===== config.mk =====
export PLATFORM = sky130hd
export DESIGN_NAME = crc32_byte_framer
export DESIGN_NICKNAME = d
export VERILOG_FILES = /design/src/rtl/crc_pkg.sv /design/src/rtl/crc_div_bit.sv /design/src/rtl/crc32_byte_framer.sv
export SDC_FILE = /design/constraint.sdc
export NUM_CORES = 1
export LEC_CHECK = 0
export CAP_MARGIN = 20
export CORE_MARGIN = 2
export CORE_UTILIZATION = 59
export DETAILED_ROUTE_END_ITERATION = 8
export HOLD_SLACK_MARGIN = 0.03
export PLACE_DENSITY_LB_ADDON = 0.15
export RECOVER_POWER = 50
export SETUP_SLACK_MARGIN = 0.3
export SYNTH_ARGS = -nofsm -noshare
export SYNTH_HDL_FRONTEND = slang
export SYNTH_HIERARCHICAL = 1
export SYNTH_SLANG_ARGS = --single-unit

===== constraint.sdc =====
create_clock -name i_clk -period 2.6 [get_ports i_clk]
set_input_delay 0.26 -clock i_clk [delete_from_list [all_inputs] [get_ports i_clk]]
set_output_delay 0.26 -clock i_clk [all_outputs]
set_load 0.03 [all_outputs]

===== src/rtl/crc_pkg.sv =====
// Shared constants and types for the byte-serial CRC-32 framer.
// Imported by the divide step and the framer top.
package crc_pkg;

  localparam int CRC_W  = 32;
  localparam int BYTE_W = 8;

  localparam logic [CRC_W-1:0] CRC32_POLY = 32'h04C11DB7;

  typedef enum logic [1:0] {
    IDLE,
    SHIFT,
    FLUSH,
    DONE
  } framer_state_t;

endpackage


===== src/rtl/crc_div_bit.sv =====
// One-bit-per-clock CRC divide step with a registered remainder.
// The x^32 term of the generator is implicit.
module crc_div_bit
  import crc_pkg::*;
#(
  parameter logic [CRC_W-1:0] POLYNOMIAL = CRC32_POLY
) (
  input  logic             i_clk,
  input  logic             i_rst,
  input  logic             i_clear,
  input  logic             i_bit,
  input  logic             i_bit_en,
  output logic [CRC_W-1:0] o_state
);

  logic [CRC_W-1:0] nxt;

  // shift in one bit, reduce by the generator when x^31 falls out
  always_comb begin
    nxt = {o_state[CRC_W-2:0], i_bit};
    if (o_state[CRC_W-1]) begin
      nxt = nxt ^ POLYNOMIAL;
    end
  end

  // remainder register; clear wins over a shift
  always_ff @(posedge i_clk) begin
    if (i_rst) begin
      o_state <= '0;
    end else if (i_clear) begin
      o_state <= '0;
    end else if (i_bit_en) begin
      o_state <= nxt;
    end
  end

endmodule


===== src/rtl/crc32_byte_framer.sv =====
// Byte stream to bit-serial CRC-32 framer: serializes bytes,
// appends 32 zero bits, and publishes the remainder with a strobe.
module crc32_byte_framer
  import crc_pkg::*;
#(
  parameter logic [CRC_W-1:0] POLYNOMIAL = CRC32_POLY,
  parameter logic             LSB_FIRST  = 1'b0
) (
  input  logic              i_clk,
  input  logic              i_rst,
  input  logic [BYTE_W-1:0] i_data,
  input  logic              i_valid,
  input  logic              i_last,
  output logic              o_ready,
  output logic              o_busy,
  output logic [CRC_W-1:0]  o_crc,
  output logic              o_crc_valid
);

  framer_state_t     state;
  logic [2:0]        bit_cnt;
  logic [4:0]        flush_cnt;
  logic [BYTE_W-1:0] byte_q;
  logic              last_q;
  logic              mid_frame;

  logic              hs;
  logic [2:0]        bit_idx;
  logic              div_clear;
  logic              div_bit;
  logic              div_en;
  logic [CRC_W-1:0]  crc;

  // handshake window and bit selection for the divide step
  always_comb begin
    o_ready   = 1'b0;
    div_bit   = 1'b0;
    div_en    = 1'b0;
    bit_idx   = LSB_FIRST ? bit_cnt : 3'd7 - bit_cnt;
    unique case (state)
      IDLE: o_ready = 1'b1;
      SHIFT: begin
        o_ready = (bit_cnt == 3'd7) && !last_q;
        div_bit = byte_q[bit_idx];
        div_en  = 1'b1;
      end
      FLUSH: div_en = 1'b1;
      DONE: o_ready = 1'b0;
      default: o_ready = 1'b0;
    endcase
    hs        = i_valid && o_ready;
    div_clear = hs && (state == IDLE) && !mid_frame;
  end

  assign o_busy = (state != IDLE);

  crc_div_bit #(
    .POLYNOMIAL(POLYNOMIAL)
  ) u_div (
    .i_clk   (i_clk),
    .i_rst   (i_rst),
    .i_clear (div_clear),
    .i_bit   (div_bit),
    .i_bit_en(div_en),
    .o_state (crc)
  );

  // frame sequencing: byte capture, shift, flush, publish
  always_ff @(posedge i_clk) begin
    if (i_rst) begin
      state       <= IDLE;
      bit_cnt     <= '0;
      flush_cnt   <= '0;
      byte_q      <= '0;
      last_q      <= 1'b0;
      mid_frame   <= 1'b0;
      o_crc       <= '0;
      o_crc_valid <= 1'b0;
    end else begin
      o_crc_valid <= 1'b0;
      unique case (state)
        IDLE: begin
          if (hs) begin
            byte_q  <= i_data;
            last_q  <= i_last;
            bit_cnt <= '0;
            state   <= SHIFT;
          end
        end
        SHIFT: begin
          bit_cnt <= bit_cnt + 3'd1;
          if (bit_cnt == 3'd7) begin
            if (last_q) begin
              flush_cnt <= '0;
              state     <= FLUSH;
            end else if (hs) begin
              byte_q  <= i_data;
              last_q  <= i_last;
              bit_cnt <= '0;
            end else begin
              mid_frame <= 1'b1;
              state     <= IDLE;
            end
          end
        end
        FLUSH: begin
          flush_cnt <= flush_cnt + 5'd1;
          if (flush_cnt == 5'd31) begin
            state <= DONE;
          end
        end
        DONE: begin
          o_crc       <= crc;
          o_crc_valid <= 1'b1;
          mid_frame   <= 1'b0;
          state       <= IDLE;
        end
        default: state <= IDLE;
      endcase
    end
  end

endmodule


==> results of run 1 <==
==> logic make-up (layout without fill, tap and decap cells) <==
kind of cell	after synthesis	in the layout	synth area share (%)
fa+ha+maj	8	8	2.73
buf+inv	48	72	9.48
xor+xnor	14	14	3.34
simple gates	105	105	12.4
compound gates	39	39	8.33
flops	85	85	46.4
mux	61	61	17.3
==> cell type report <==
class | instances | share of cell area (%)
Multi-Input combinational cell | 227 | 39.4
Timing Repair Buffer | 50 | 11.6
Sequential cell | 85 | 41.3
Tap cell | 75 | 2.28
Clock inverter | 7 | 1.82
Clock buffer | 9 | 3.01
Inverter | 6 | 0.547
==> sequential cells by signal, indices dropped and copies added (netlist names), named ones only <==
register	flops
bit_cnt	3
byte_q	8
flush_cnt	5
last_q	1
mid_frame	1
o_crc	32
o_crc_valid	1
state	1
u_div/o_state	32
==> power groups by stage <==
stage / Sequential, uW / Combinational [uW] / Clock, uW
final: 1390 / 334 / 926
after global routing: 1390 / 370 / 1010
after CTS: 1390 / 338 / 948
after detailed placement: 1420 / 337 / 0
after global placement: 1410 / 332 / 0
after floorplan: 1400 / 314 / 0
==> worst reg2reg max path: cells and delay by family (launching register included) <==
family,cells,cell delay [ps]
multiplexers,1,280
adder cells (fa/ha/maj),1,660
AND/OR/NAND/NOR,1,60
flip-flops,1,410
buffers and inverters,1,700
==> what timing repair did <==
item,4_1_cts,5_1_grt
setup endpoints to repair,1,1
gates resized for setup,2,2
setup buffers,0,0
hold buffers,0,0
==> placed cells by master (no fill, tap or decap), types with 3 or more instances in the layout <==
cell,n
a211oi_2,3
dlygate4sd3_1,25
mux2i_1,59
ha_1,6
clkdlybuf4s50_1,19
dfxtp_1,85
inv_1,6
nor2b_1,5
xnor2_1,14
buf_4,3
clkinvlp_4,3
nor2_1,80
a211oi_1,12
nand3_1,4
a21oi_1,6
clkbuf_8,9
nand2_1,4
==> worst max-delay path by stage <==
stage,from,to
5_1_grt,state[0]$_SDFFE_PP0P_,o_crc[1]$_SDFFE_PP0P_
6_report,state[0]$_SDFFE_PP0P_,o_crc[1]$_SDFFE_PP0P_
3_3_place_gp,flop,o_ready
3_5_place_dp,flop,o_ready
4_1_cts,bit_cnt[0]$_SDFFE_PP0P_,o_ready
2_1_floorplan,bit_cnt[0]$_SDFFE_PP0P_,byte_q[0]$_SDFFE_PP0P_
==> layer usage <==
layer / up-vias / routed length [um]
li1: 1244 / -
met1: 1159 / 3140
met2: 47 / 2810
met3: 7 / 281
met4: 0 / 85
met5: - / 0
==> stage by stage <==
stage	setup WS (ps)	instances	total power, uW
after CTS	347	459	2670
after detailed placement	463	443	1760
final	386	459	2650
after global placement	514	443	1750
after floorplan	953	360	1720
after global routing	214	459	2780
==> impl_metrics.csv, run 1 <==
group,metric,value,unit
worst_setup_path,cp_num_cells,4,
worst_setup_path,cp.buffers_inverters,1,
synth,synth_ff_type,"dfxtp_1",
sta,timing.hold.ws,356,ps
run_status,outcome,"finished, final reports clean",
power_and_ir_drop,switching_power,712,uW
synth,ys_top_cells_by_count,"dfxtp_1, nor2_1, mux2i_1",
synth,yosys_warnings,6,
worst_setup_path,cp_cell_sequence,"ha_1 -> clkbuf_2 -> mux2i_1 -> nor2_1",
worst_hold_path,min_path_cells,2,
sta,final_hold_viol_count,0,
layout,seqCellArea,0.00170,mm^2
worst_setup_path,end_kind,"flop",
synth,seq_area_frac_synth,46.4,%
floorplanning,dieHeight,82.8,um
placed_design,place.gp.congestion,0.882,
drt,wl_per_cell,13.8,um
global_routing,grt_pass1_wl,10800,um
worst_setup_path,crit_required,2830,ps
clock_network,path_clk_slew,80,ps
drt,drt-initial-drc-count,110,
power_and_ir_drop,p_leak,0.00155,uW
sta,finalCritPeriodShare,85.2,%
clock_network,cts_max_level,3,
floorplanning,core,0.00596,mm^2
synth,synth_area_per_cell,10.2,um^2
synth,synth-edff-count,0,
layout,utilization,69.1,%
drt,dr.pass1.iters,4,
global_routing,use_met2,29.0,%
drt,detail-route-antenna-nets,0,
power_and_ir_drop,p_clk_share,35.0,%
sta,worstMarginPinSlew,908,ps
worst_setup_path,worst_ep_arrival_time,2440,ps
worst_setup_path,start_kind,"flop",
worst_setup_path,r2r-start,"state[0]$_SDFFE_PP0P_",
placed_design,placed_cell_area,0.00394,mm^2
power_and_ir_drop,power_density,643,mW/mm^2
floorplanning,die_area,0.00686,mm^2
worst_setup_path,path_max_fanout,22,
floorplanning,die_w,82.8,um
layout,multiInputGateArea,0.00162,mm^2
worst_hold_path,hold_path_end,"byte_q[0]$_SDFFE_PP0P_",
worst_hold_path,hold_path_class,"input port to flop",
power_and_ir_drop,p_sw_share,26.9,%
layout,fillers,487,
layout,antennaDiodeCount,0,
placed_design,port_buffers,46,
synth,yosysMostFrequentCell,"dfxtp_1",
placed_design,dp_hpwl,3970,um
global_routing,grt_overflow,0,
power_and_ir_drop,peakVddDrop,0.425,mV
clock_network,cts_buffers,9,
floorplanning,rows,28,
flow_run,max_cap_viol_count,0,
layout,drive_above_1_share,8.33,%
power_and_ir_drop,comb_power_share,12.6,%
worst_setup_path,critical_path_class,"flop to flop",
synth,yosysTopAreaCell,"dfxtp_1",
clock_network,clock-sinks,85,
floorplanning,start_util,61.6,%
global_routing,antenna_found_initial,0,
sta,max_freq,0.452,GHz
worst_setup_path,slowest_stage,"clkbuf_2",
synth,yosysUniqueCellTypes,39,
synth,synth.area.top_cells,"dfxtp_1, mux2i_1, nor2_1",
synth,synth.ff_latch_count,85,
drt,via_per_inst,5.35,
power_and_ir_drop,p_seq_share,52.4,%
layout,final_nets,399,
sta,period_needed,2210,ps
layout,area_delta_synth_final,12.3,%
synth,syn_nets,380,
synth,synth_top_area_share,46.4,%
worst_setup_path,rr_endpoint,"o_crc[1]$_SDFFE_PP0P_",
drt,wirelength,6320,um
sta,setup_violations,0,
sta,clock-skew-final,8.07,ps
sta,slew_headroom,39.4,%
worst_setup_path,cp_top_family,"buffers and inverters",
worst_setup_path,reg2regPathDepth,4,
synth,syn-cell-area,0.00367,mm^2
power_and_ir_drop,p_int,1940,uW
synth,synthCells,360,
worst_setup_path,cpPeakStageDelay,690,ps
drt,num_vias,2457,
worst_hold_path,hp-start,"i_rst",
sta,tns,0,ps
synth,async_flop_share,0,%
global_routing,grt_max_degree,47,
global_routing,grtUsageTotal,19.1,%
global_routing,grt.met3_usage,5.07,%
global_routing,use_met1,26.1,%
sta,grt_setup_unrepaired,"no",
layout,stdcell_area,0.00412,mm^2
global_routing,top_usage_layer,"met2",
sta,slew_viol_final,0,
clock_network,clockBufferDepth,2,
clock_network,cts_tree,"built",
clock_network,cts_root_buffer,"clkbuf_8",
drt,drc,0,
global_routing,grt_pass1_vias,2293,
floorplanning,io_pins,47,
worst_setup_path,r2r_slack,390,ps
clock_network,worstSkewPairLatency,350,ps
Power figures use the tool's default switching activity.
==> run 2, diff against run 1 <==
CORE_UTILIZATION = 35   (was 59)
==> run 2 against run 1 <==
  * Global-route usage shrank 6.1 points
  * Non-clock buffer count grew 3
  * Clock skew grew 4.8 ps
  * Cell area grew 2.9%
  * Clock power grew 4.4%
==> impl_metrics.csv, run 2 (synthesis results as in run 1) <==
group,metric,value,unit
clock_network,cts_root_buffer,"clkbuf_8",
layout,layout_commonest_cell,"dfxtp_1",
drt,dr.pass1.iters,4,
layout,fillers,1018,
clock_network,cts_buffers,9,
power_and_ir_drop,p_leak,0.00157,uW
placed_design,place.gp.congestion,0.765,
worst_setup_path,crit_required,2340,ps
drt,detail-route-antenna-nets,0,
worst_setup_path,start_kind,"flop",
global_routing,antenna_found_initial,0,
worst_setup_path,cp_cell_sequence,"inv_1 -> ha_1 -> inv_1 -> clkdlybuf4s50_1",
layout,multiInputGateArea,0.00162,mm^2
layout,stdcell_area,0.00424,mm^2
drt,drt-initial-drc-count,77,
sta,max_freq,0.464,GHz
global_routing,grt_pass1_vias,2430,
placed_design,placed_cell_area,0.00404,mm^2
layout,drive_above_1_share,8.79,%
layout,final_nets,402,
drt,wl_per_cell,13.0,um
clock_network,path_clk_slew,100,ps
power_and_ir_drop,peakVddDrop,0.237,mV
sta,period_needed,2150,ps
sta,clock-skew-final,12.9,ps
worst_setup_path,path_max_fanout,6,
floorplanning,die_area,0.0113,mm^2
drt,drc,0,
floorplanning,die_w,106,um
drt,num_vias,2431,
run_status,outcome,"finished, final reports clean",
global_routing,grt_pass1_wl,11800,um
sta,slew_headroom,45.0,%
layout,reg_top3,"o_crc x32, u_div/o_state x32, byte_q x8",
clock_network,cts_tree,"built",
worst_setup_path,cpPeakStageDelay,670,ps
sta,finalCritPeriodShare,82.8,%
drt,via_per_inst,4.65,
layout,seqCellArea,0.00170,mm^2
worst_setup_path,critical_path_class,"flop to primary output",
layout,final_cell_count_no_fill,523,
floorplanning,rows,37,
clock_network,cts_max_level,3,
clock_network,clockBufferDepth,2,
worst_setup_path,slowest_stage,"clkdlybuf4s50_1",
clock_network,cts_setup_buffers,0,
layout,antennaDiodeCount,0,
layout,final_cell_mix,"dfxtp_1, nor2_1, mux2i_1",
worst_setup_path,crit_top_cell,"inv_1",
worst_setup_path,cp_top_family,"buffers and inverters",
clock_network,worstSkewPairLatency,350,ps
global_routing,grt_max_degree,36,
global_routing,grtUsageTotal,13.1,%
floorplanning,start_util,35.8,%
power_and_ir_drop,power,2690,uW
clock_network,clock-sinks,85,
worst_setup_path,cp.buffers_inverters,3,
sta,tns,0,ps
sta,worstMarginPinSlew,825,ps
drt,wirelength,6820,um
placed_design,dp_hpwl,4540,um
sta,final_hold_viol_count,0,
layout,area_delta_synth_final,15.5,%
power_and_ir_drop,power_density,636,mW/mm^2
worst_setup_path,end_kind,"primary output",
sta,slew_viol_final,0,
sta,grt_setup_unrepaired,"no",
sta,timing.hold.ws,307,ps
worst_setup_path,worst_ep_arrival_time,1890,ps
flow_run,max_cap_viol_count,0,
sta,setup_violations,0,
floorplanning,dieHeight,106,um
floorplanning,io_pins,47,
worst_hold_path,hold_path_class,"input port to flop",
global_routing,grt_overflow,0,
floorplanning,core,0.0102,mm^2
placed_design,dpl.cell_count,507,
placed_design,port_buffers,46,
run 2: changes by cell type in the layout (fill, tap and decap cells not counted), sizes merged:
cell	previous run	this run
inv	7	9
buf	4	8
clkinv	2	0
clkdlybuf4s50	19	21
dlygate4sd3	25	23
clkbuf	11	10
run 2: worst register-to-register path, cell delays in order, from the launching register on:
cell and delay (ps):
dfxtp_1 420, inv_1 90, ha_1 830, buf_4 370, mux2i_1 240, nor2_1 60
run 2: what timing repair did:
item,CTS,global route
pin swaps,0,0
gates resized for setup,2,2
hold buffers,0,0
endpoints found under the setup margin,1,1
run 2: layout make-up:
cell class                 instances  area share [%]
tap                              136            4.02
sequential                        85            40.2
multi-input combinational        227            38.3
clock buffer                       9            2.92
timing repair buffer              53            12.2
inverter                           6           0.532
clock inverter                     7            1.92
run 2: where the power goes:
part           switching, uW  total [uW]  internal (uW)
Combinational            192         340            148
Sequential              41.1        1390           1350
Clock                    510         967            457
Total                    743        2690           1950
run 2: path summary, 6_finish.rpt:
| kind | from | endpoint | slack [ps] | cells past startpoint |
|---|---|---|---|---|
| worst max-delay path | state[0]$_SDFFE_PP0P_ | o_busy | 450 | 4 |
| worst min-delay path | i_rst | o_crc[31]$_SDFFE_PP0P_ | 310 | 2 |
| worst max register to register | state[0]$_SDFFE_PP0P_ | u_div/o_state[30]$_SDFFE_PP0P_ | 480 | 5 |
| worst min register to register | o_crc[12]$_SDFFE_PP0P_ | o_crc[12]$_SDFFE_PP0P_ | 490 | 2 |
run 2: through the flow:
step | utilization, % | setup slack (ps)
finish | 41.4 | 446
global route | 41.4 | 296
CTS | 41.5 | 340
detailed placement | 39.5 | 441
global placement | 39.5 | 494
floorplan | - | 953
run 2: metal layers:
layer  vias to the layer above  track usage [%]  share of wire, %
met5                         -                0                 0
met4                         0             5.92               1.7
met3                         9             2.21               2.4
met2                        32             19.5                44
met1                      1143             18.4                52
li1                       1247                -                 -
